`src/rtl/stop_it_pkg.sv`:
```
// ============================================================================
// Module   : stop_it_pkg
// Brief    : Shared state encoding, default parameters and LFSR tap table for
//            the stop_it_rounds reaction game.
// Revision : 1.0 - initial release
// ============================================================================
`default_nettype none

package stop_it_pkg;

    localparam int c_DEF_CNT_W       = 5;
    localparam int c_DEF_START_TICKS = 8;
    localparam int c_DEF_FLASH_TICKS = 16;
    localparam int c_DEF_NUM_LEDS    = 16;

    typedef enum logic [2:0] {
        WAITING_TO_START = 3'd0,
        STARTING         = 3'd1,
        DECREMENTING     = 3'd2,
        CORRECT          = 3'd3,
        WRONG            = 3'd4,
        WON              = 3'd5
    } state_t;

    // Fibonacci tap masks (shift-left, feedback into bit 0), maximal length.
    function automatic logic [7:0] lfsr_taps(input int width);
        logic [7:0] taps;
        case (width)
            2:       taps = 8'b0000_0011;
            3:       taps = 8'b0000_0110;
            4:       taps = 8'b0000_1100;
            5:       taps = 8'b0001_0100;
            6:       taps = 8'b0011_0000;
            7:       taps = 8'b0110_0000;
            default: taps = 8'b1011_1000;
        endcase
        return taps;
    endfunction

endpackage

`default_nettype wire

```
`src/rtl/lfsr_n.sv`:
```
// ============================================================================
// Module   : lfsr_n
// Brief    : Free-running maximal-length LFSR, seeded to 1, never reaches zero.
// Revision : 1.0 - initial release
// ============================================================================
`default_nettype none

module lfsr_n
    import stop_it_pkg::*;
#(
    parameter int WIDTH = c_DEF_CNT_W
) (
    input  logic             clk_i,
    input  logic             rst_i,
    output logic [WIDTH-1:0] value_o
);

    localparam logic [WIDTH-1:0] c_TAPS = WIDTH'(lfsr_taps(WIDTH));

    logic [WIDTH-1:0] lfsr_q;
    logic [WIDTH-1:0] lfsr_d;

    always_comb begin
        lfsr_d = {lfsr_q[WIDTH-2:0], ^(lfsr_q & c_TAPS)};
    end

    always_ff @(posedge clk_i or posedge rst_i) begin
        if (rst_i) begin
            lfsr_q <= WIDTH'(1);
        end else begin
            lfsr_q <= lfsr_d;
        end
    end

    assign value_o = lfsr_q;

endmodule

`default_nettype wire

```
`src/rtl/stop_it_rounds.sv`:
```
// ============================================================================
// Module   : stop_it_rounds
// Brief    : "Stop it" reaction game: count down, press stop on the target,
//            score shifts into an LED bar. Macro STOP_IT_TOLERANCE_EN widens
//            a hit to a modular distance of one.
// Revision : 1.0 - initial release
// ============================================================================
`default_nettype none

module stop_it_rounds
    import stop_it_pkg::*;
#(
    parameter int CNT_W       = c_DEF_CNT_W,
    parameter int START_TICKS = c_DEF_START_TICKS,
    parameter int FLASH_TICKS = c_DEF_FLASH_TICKS,
    parameter int NUM_LEDS    = c_DEF_NUM_LEDS
) (
    input  logic                clk_4_i,
    input  logic                rst_i,
    input  logic                go_i,
    input  logic                stop_i,
    input  logic                load_i,
    output logic [NUM_LEDS-1:0] leds_o,
    output logic                digit0_en_o,
    output logic                digit1_en_o,
    output logic                digit2_en_o,
    output logic                digit3_en_o,
    output logic [3:0]          digit0_o,
    output logic [3:0]          digit1_o,
    output logic [3:0]          digit2_o,
    output logic [3:0]          digit3_o,
    output state_t              state_o
);

    localparam int c_TICK_MAX = (START_TICKS > FLASH_TICKS) ? START_TICKS : FLASH_TICKS;
    localparam int c_TICK_W   = (c_TICK_MAX > 1) ? $clog2(c_TICK_MAX) : 1;

    localparam logic [c_TICK_W-1:0] c_START_LAST = c_TICK_W'(START_TICKS - 1);
    localparam logic [c_TICK_W-1:0] c_FLASH_LAST = c_TICK_W'(FLASH_TICKS - 1);

    state_t              state_q,  state_d;
    logic [CNT_W-1:0]    count_q,  count_d;
    logic [CNT_W-1:0]    target_q, target_d;
    logic [c_TICK_W-1:0] tick_q,   tick_d;
    logic [NUM_LEDS-1:0] leds_q,   leds_d;

    logic [CNT_W-1:0]    w_lfsr;
    logic                w_hit;
    logic [CNT_W-1:0]    w_diff;
    logic [NUM_LEDS-1:0] w_leds_one;
    logic [NUM_LEDS-1:0] w_leds_zero;
    logic [CNT_W-1:0]    w_show;

    lfsr_n #(
        .WIDTH (CNT_W)
    ) u_lfsr (
        .clk_i   (clk_4_i),
        .rst_i   (rst_i),
        .value_o (w_lfsr)
    );

    assign w_diff = count_q - target_q;

`ifdef STOP_IT_TOLERANCE_EN
    assign w_hit = (w_diff == '0) || (w_diff == CNT_W'(1)) || (w_diff == '1);
`else
    assign w_hit = (w_diff == '0);
`endif

    assign w_leds_one  = {leds_q[NUM_LEDS-2:0], 1'b1};
    assign w_leds_zero = {leds_q[NUM_LEDS-2:0], 1'b0};

    always_comb begin
        state_d  = state_q;
        count_d  = count_q;
        target_d = target_q;
        tick_d   = tick_q;
        leds_d   = leds_q;

        if (load_i && (state_q != WON)) begin
            leds_d  = '1;
            state_d = WON;
        end else begin
            case (state_q)
                WAITING_TO_START: begin
                    if (go_i) begin
                        target_d = w_lfsr;
                        count_d  = '1;
                        tick_d   = '0;
                        state_d  = STARTING;
                    end
                end
                STARTING: begin
                    if (tick_q == c_START_LAST) begin
                        tick_d  = '0;
                        state_d = DECREMENTING;
                    end else begin
                        tick_d = tick_q + 1'b1;
                    end
                end
                DECREMENTING: begin
                    if (stop_i) begin
                        tick_d  = '0;
                        state_d = w_hit ? CORRECT : WRONG;
                    end else begin
                        count_d = count_q - 1'b1;
                    end
                end
                CORRECT: begin
                    if (tick_q == c_FLASH_LAST) begin
                        tick_d  = '0;
                        leds_d  = w_leds_one;
                        state_d = (&w_leds_one) ? WON : WAITING_TO_START;
                    end else begin
                        tick_d = tick_q + 1'b1;
                    end
                end
                WRONG: begin
                    if (tick_q == c_FLASH_LAST) begin
                        tick_d  = '0;
                        leds_d  = w_leds_zero;
                        state_d = WAITING_TO_START;
                    end else begin
                        tick_d = tick_q + 1'b1;
                    end
                end
                WON: begin
                    if (go_i) begin
                        leds_d  = '0;
                        state_d = WAITING_TO_START;
                    end else begin
                        leds_d = ~leds_q;
                    end
                end
                default: begin
                    state_d = WAITING_TO_START;
                end
            endcase
        end
    end

    always_ff @(posedge clk_4_i or posedge rst_i) begin
        if (rst_i) begin
            state_q  <= WAITING_TO_START;
            count_q  <= '1;
            target_q <= '0;
            tick_q   <= '0;
            leds_q   <= '0;
        end else begin
            state_q  <= state_d;
            count_q  <= count_d;
            target_q <= target_d;
            tick_q   <= tick_d;
            leds_q   <= leds_d;
        end
    end

    // WON shows a solid all-ones value regardless of where the count stopped.
    assign w_show   = (state_q == WON) ? '1 : count_q;
    assign digit0_o = 4'(w_show);
    assign digit1_o = 4'(w_show >> 4);
    assign digit2_o = 4'(target_q);
    assign digit3_o = 4'(target_q >> 4);

    always_comb begin
        digit0_en_o = 1'b1;
        digit1_en_o = 1'b1;
        digit2_en_o = 1'b0;
        digit3_en_o = 1'b0;
        case (state_q)
            STARTING, DECREMENTING: begin
                digit2_en_o = 1'b1;
                digit3_en_o = 1'b1;
            end
            CORRECT: begin
                digit0_en_o = ~tick_q[0];
                digit1_en_o = ~tick_q[0];
                digit2_en_o = ~tick_q[0];
                digit3_en_o = ~tick_q[0];
            end
            WRONG: begin
                digit0_en_o = tick_q[0];
                digit1_en_o = tick_q[0];
                digit2_en_o = ~tick_q[0];
                digit3_en_o = ~tick_q[0];
            end
            default: begin
                digit0_en_o = 1'b1;
            end
        endcase
    end

    assign leds_o  = leds_q;
    assign state_o = state_q;

endmodule

`default_nettype wire
```
`config.mk`:
```
export PLATFORM = sky130hd
export DESIGN_NAME = stop_it_rounds
export DESIGN_NICKNAME = d
export VERILOG_FILES = /design/src/rtl/stop_it_pkg.sv /design/src/rtl/lfsr_n.sv /design/src/rtl/stop_it_rounds.sv
export SDC_FILE = /design/constraint.sdc
export NUM_CORES = 1
export LEC_CHECK = 0
export CAP_MARGIN = 5
export CORE_ASPECT_RATIO = 1.4
export CORE_MARGIN = 3
export CORE_UTILIZATION = 51
export CTS_CLUSTER_DIAMETER = 200
export DETAILED_ROUTE_END_ITERATION = 10
export GPL_TIMING_DRIVEN = 0
export PLACE_DENSITY = 0.79
export SETUP_SLACK_MARGIN = 0.02
export SYNTH_ARGS = -nofsm -noshare
export SYNTH_HDL_FRONTEND = slang
export SYNTH_SLANG_ARGS = --single-unit
```
`constraint.sdc`:
```
create_clock -name clk_4_i -period 2.7 [get_ports clk_4_i]
set_input_delay 0.81 -clock clk_4_i [delete_from_list [all_inputs] [get_ports clk_4_i]]
set_output_delay 0.81 -clock clk_4_i [all_outputs]
set_load 0.005 [all_outputs]
```
# After elaboration in Yosys (flattened, before gate mapping)
# Index checks and enable logic that the tools add are counted.
[classes]
add_sub_neg = 3
n_eq_ne = 17
muxes = 26
n_bitwise = 3
reduce_logical = 15
[ops]
columns = ["op", "n"]
rows = [
  ["$mux W16", 4],
  ["$pmux W16 S3", 1],
  ["$mux W3", 9],
  ["$ne A3 B3 Y1 const B", 7],
  ["$pmux W3 S6", 1],
  ["$mux W4", 4],
  ["$not A16 Y16", 1],
  ["$pmux W4 S4", 1],
  ["$mux W5", 3],
  ["$reduce_and A15 Y1", 1],
  ["$pmux W5 S2", 1],
  ["$reduce_and A4 Y1", 2],
  ["$reduce_bool A4 Y1", 2],
  ["$eq A3 B2 Y1 const B", 2],
  ["$eq A3 B3 Y1 const B", 2],
  ["$ne A2 B2 Y1 const B", 3],
  ["$reduce_and A3 Y1", 2],
  ["$reduce_and A6 Y1", 1],
  ["$logic_not A5 Y1", 1],
  ["$reduce_xor A5 Y1", 1],
  ["$sub A5 B1 Y5 const B", 1],
  ["$sub A5 B5 Y5", 1],
  ["$add A4 B1 Y4 const B", 1],
  ["$eq A4 B3 Y1 const B", 1],
  ["other kinds (8)", 11],
]
[word_totals]
register_bits = 38
inputBits = 5
word_cells = 70

# Depth between registers and ports, before layout
[logic_depth]
depth_word = 6
ltp_mapped = 7
ltp_nobuf = 7

# Modules after synthesis
# From an unflattened synthesis, not the netlist that was laid out.
[hier_totals]
cells_unflattened = 233
hier_area_um2 = 2265.9
[modules_own_cells]
columns = ["module", "n_inst", "cells_per_inst", "area_per_inst_um2", "seq_area_each_um2"]
rows = [
  ["stop_it_rounds", 1, 222, 2097.0, 832.0],
  ["lfsr_n", 1, 11, 168.9, 126.4],
]

# Least setup slack after synthesis
# OpenSTA, ideal clock, no wires.
[synth_path]
path_kind = "register -> output"
startpoint = "register state_q[1], in the netlist state_o[1]"
endpoint = "output digit1_en_o"
arrival_time_ps = 1317
required_ps = 1890
slack_ps = 573
path_stages_with_launch = 6
path_buffers = 2
cell_sequence = "dfrtp_1 buf_2 and2b_1 nand2_1 mux2_2 buf_4"
[synth_via]
elab_chain_cells = 2
word_cells_on_any_way = 3
[synth_lines]
columns = ["element", "line_no", "source"]
rows = [
  ["from (decl)", "stop_it_rounds.sv:41", "state_t state_q, state_d;"],
  ["from (signal assigned)", "stop_it_rounds.sv:150", "state_q <= state_d;"],
  ["$eq A3 B3 Y1 / $eq A3 B2 Y1 (equally long branches)", "--", ""],
  ["$pmux W1 S2 (*)", "--", ""],
  ["to (decl)", "stop_it_rounds.sv:25", "output logic digit1_en_o,"],
]
# Mark *: on every way between the ends. The rest lies on a longest branch, timed or not.

# Worst setup path after layout
[layout_path]
startpoint = "register state_q[1], in the netlist state_o[1]"
endpoint = "output digit1_en_o"
[layout_via]
elab_chain_cells = 2
word_cells_on_any_way = 3
[layout_lines]
columns = ["element", "line_no", "source"]
rows = [
  ["$eq A3 B3 Y1 / $eq A3 B2 Y1 (equally long branches)", "stop_it_rounds.sv:170", "case (state_q)"],
  ["$pmux W1 S2 (*)", "stop_it_rounds.sv:170", ""],
]
# Marked as above.

==> results.py <==
metrics = {
    "run": {
        "cap_violations": 0,
    },
    "cells_and_area": {
        "fin_util_pct": 71.9,
        "final_cell_mix": "nand2_1, dfrtp_1, clkdlybuf4s50_1, o2111ai_1, buf_4",
        "drive_above_1_share_pct": 21.8,
        "antenna_cells": 0,
        "stdcell_count": 337,
        "area_growth_pct": 32.4,
        "final_common_cell": "nand2_1",
        "nets": 304,
    },
    "synthesis": {
        "synth-seq-cells": 38,
        "yosys.area.top_type": "dfrtp_1",
        "yosysWarnings": 0,
        "synth_ff_type": "dfrtp_1",
        "synth_cell_types": 53,
        "yosysSeqAreaShare_pct": 43.5,
        "synthArstFlopShare_pct": 100,
        "syn_inst": 235,
        "yosys.area.top_type_share_pct": 36.3,
        "syn_avg_cell_area_um2": 9.38,
        "synth-edff-count": 0,
        "ys_top_cells_by_area": "dfrtp_1, nand2_1, dfstp_2",
        "netlist_area_um2": 2200,
    },
    "pwr": {
        "irDropWorstVdd_uv": 680,
        "pwr-share-seq_pct": 33.8,
        "power.switching_mw": 1.19,
        "clkPwrFrac_pct": 16.0,
        "internal_power_mw": 1.88,
        "power_density_nw_per_um2": 1050,
        "combPwrFrac_pct": 50.2,
        "p_leak_nw": 1.28,
        "p_sw_share_pct": 38.7,
    },
    "worst_setup_path": {
        "cp_cell_sequence": "buf_6 > nand2b_1 > or2_4 > mux2_4 > buf_4 > dlygate4sd2_1",
        "crit_type": "flop to output port",
        "worstPathArrival_ns": 1.84,
        "worstSetupStartpointType": "flop",
        "critPathCaptureType": "output port",
        "crit_buf_inv": 3,
        "worstPathRequired_ns": 1.89,
        "crit_fanout": 4,
        "max_stage_delay_ns": 0.41,
        "cp_slowest_cell": "dfrtp_1",
        "crit_family": "buffers and inverters",
    },
    "global_routing": {
        "antenna_found_initial": 0,
        "gr-total-overflow": 0,
        "grt_pass1_vias": 1895,
        "grt_first_pass_wirelength_um": 8940,
        "groute.usage.overall_pct": 22.6,
        "grt_max_degree": 25,
    },
    "timing": {
        "finalHoldViolCount": 0,
        "worst_pin_slew_ns": 0.650,
        "fin_worst_skew_ns": 0.00886,
        "slew_headroom_pct": 56.6,
        "setup_viol": 0,
        "period_share_pct": 98.0,
        "report.final.slew_viol_count": 0,
        "fmax_mhz": 378,
        "final.setup.tns_ns": 0,
        "whs_ns": 0.382,
        "min_period_ns": 2.65,
        "rsz0062_at_grt": "no",
    },
    "clock_tree": {
        "clk_path_buf_depth": 2,
        "root_buffer": "clkbuf_8",
        "cts_buffers": 5,
        "insertion_delay_ns": 0.30,
        "cts_tree": "built",
        "clkSinkCount": 38,
        "cts_htree_levels": 2,
        "clk_transition_reported_paths_ns": 0.08,
    },
    "routing": {
        "via_count": 1999,
        "drc_errors": 0,
        "drtPass1Iterations": 4,
        "wire_per_inst_um": 16.2,
        "routed_wl_um": 5470,
        "drtAntennaViolNets": 0,
        "drtIter0Drc": 81,
        "avgViaCountPerCell": 5.93,
    },
    "placed_design": {
        "hpwl_um": 3780,
        "gp_congestion": 0.888,
        "numPortBuffers": 35,
        "place_inst": 319,
    },
    "floorplan": {
        "rows": 27,
        "die-area_um2": 5160,
        "die_w_um": 61.6,
        "die_y_um": 83.8,
        "initial_utilization_pct": 54.4,
        "pin_count": 44,
        "core_um2": 4050,
    },
    "hold_path": {
        "hold_path.class": "flop to flop",
    },
    "outcome": {
        "status": "complete, no violations",
    },
}
layer usage:
metal | wire length, um | global-route usage (%)
met5 | 0 | 0
met4 | 133 | 9.85
met3 | 264 | 4.80
met2 | 2870 | 36.7
met1 | 2200 | 27.8
stage by stage:
step | setup slack (ns) | cell area, um^2 | total power, mW
final | 0.0548 | 2920 | 3.07
after floorplan | 0.573 | 2220 | 1.85
after global routing | 0.00537 | 2920 | 3.30
after detailed placement | -0.0363 | 2650 | 2.47
after CTS | -0.0597 | 2820 | 3.02
after global placement | -0.0500 | 2630 | 2.43
worst paths after layout:
| path | from | endpoint | slack, ns | depth (start not counted) |
|---|---|---|---|---|
| min in group asynchronous | rst_i | target_q[2]$_DFFE_PP0P_ | 0.90 | 2 |
| worst max-delay path | state_o[1]$_DFFE_PP0P_ | digit1_en_o | 0.05 | 6 |
| worst min register to register | u_lfsr.value_o[1]$_DFF_PP0_ | u_lfsr.value_o[2]$_DFF_PP0_ | 0.38 | 0 |
| worst max register to register | count_q[3]$_DFFE_PP1P_ | state_o[2]$_DFFE_PP0P_ | 0.46 | 6 |
| max in group asynchronous | rst_i | count_q[4]$_DFFE_PP1P_ | 1.19 | 3 |
| worst min-delay path | u_lfsr.value_o[1]$_DFF_PP0_ | u_lfsr.value_o[2]$_DFF_PP0_ | 0.38 | 0 |
logic make-up after synthesis:
family	share of synthesized area, %
and+or+nand+nor	20.7
AOI/OAI and AO/OA	18.0
DFF	43.5
buffers and inverters	6.76
muxes	4.03
xor gates and xnor gates	3.41
adders and majority gates	3.41
other	0.170
layout make-up:
| class | count | area, um^2 |
|---|---|---|
| plain buffers | 21 | 140 |
| flip-flops and latches | 38 | 958 |
| clock inverters | 3 | 45.0 |
| repair buffers | 46 | 465 |
| fillers | 306 | 1140 |
| inverters | 8 | 30.0 |
| clock buffers | 5 | 68.8 |
| multi-input cells | 173 | 1150 |
| well taps | 43 | 53.8 |
registers in the layout, summed over array words and instances (netlist names):
signal	cells
target_q	5
count_q	5
u_lfsr.value_o	5
tick_q	4
state_o	3
leds_o	16
cell usage after synthesis (all sizes together) (2+ instances only):
library cell / n
dfstp: 6
nand2b: 10
xnor2: 4
nand2: 49
o211ai: 2
nor2b: 3
a21boi: 2
clkbuf: 6
mux2: 7
ha: 6
and3: 3
nor3: 2
nand3: 4
o2111ai: 17
o31ai: 2
o21ai: 7
nand4: 3
o2bb2ai: 2
dfrtp: 32
inv: 8
a31oi: 2
or2: 4
o221ai: 2
a21oi: 5
nor2: 8
nor4: 2
xor2: 2
buf: 15
power by group through the flow:
stage	combinational (mW)	sequential (mW)	clock, mW
floorplan	0.856	0.993	0
global placement	1.39	1.04	0
detailed placement	1.43	1.04	0
CTS	1.49	1.03	0.502
global route	1.71	1.07	0.522
finish	1.54	1.04	0.491
timing repair:
item / 4_1_cts / 5_1_grt
buffers inserted: 3 / 6
hold buffers: 0 / 0
pin swaps: 0 / 2
setup endpoints to repair: 9 / 6
resized for setup: 18 / 14
gates cloned: 0 / 1
Note: power is estimated with default switching activity, not from simulation.
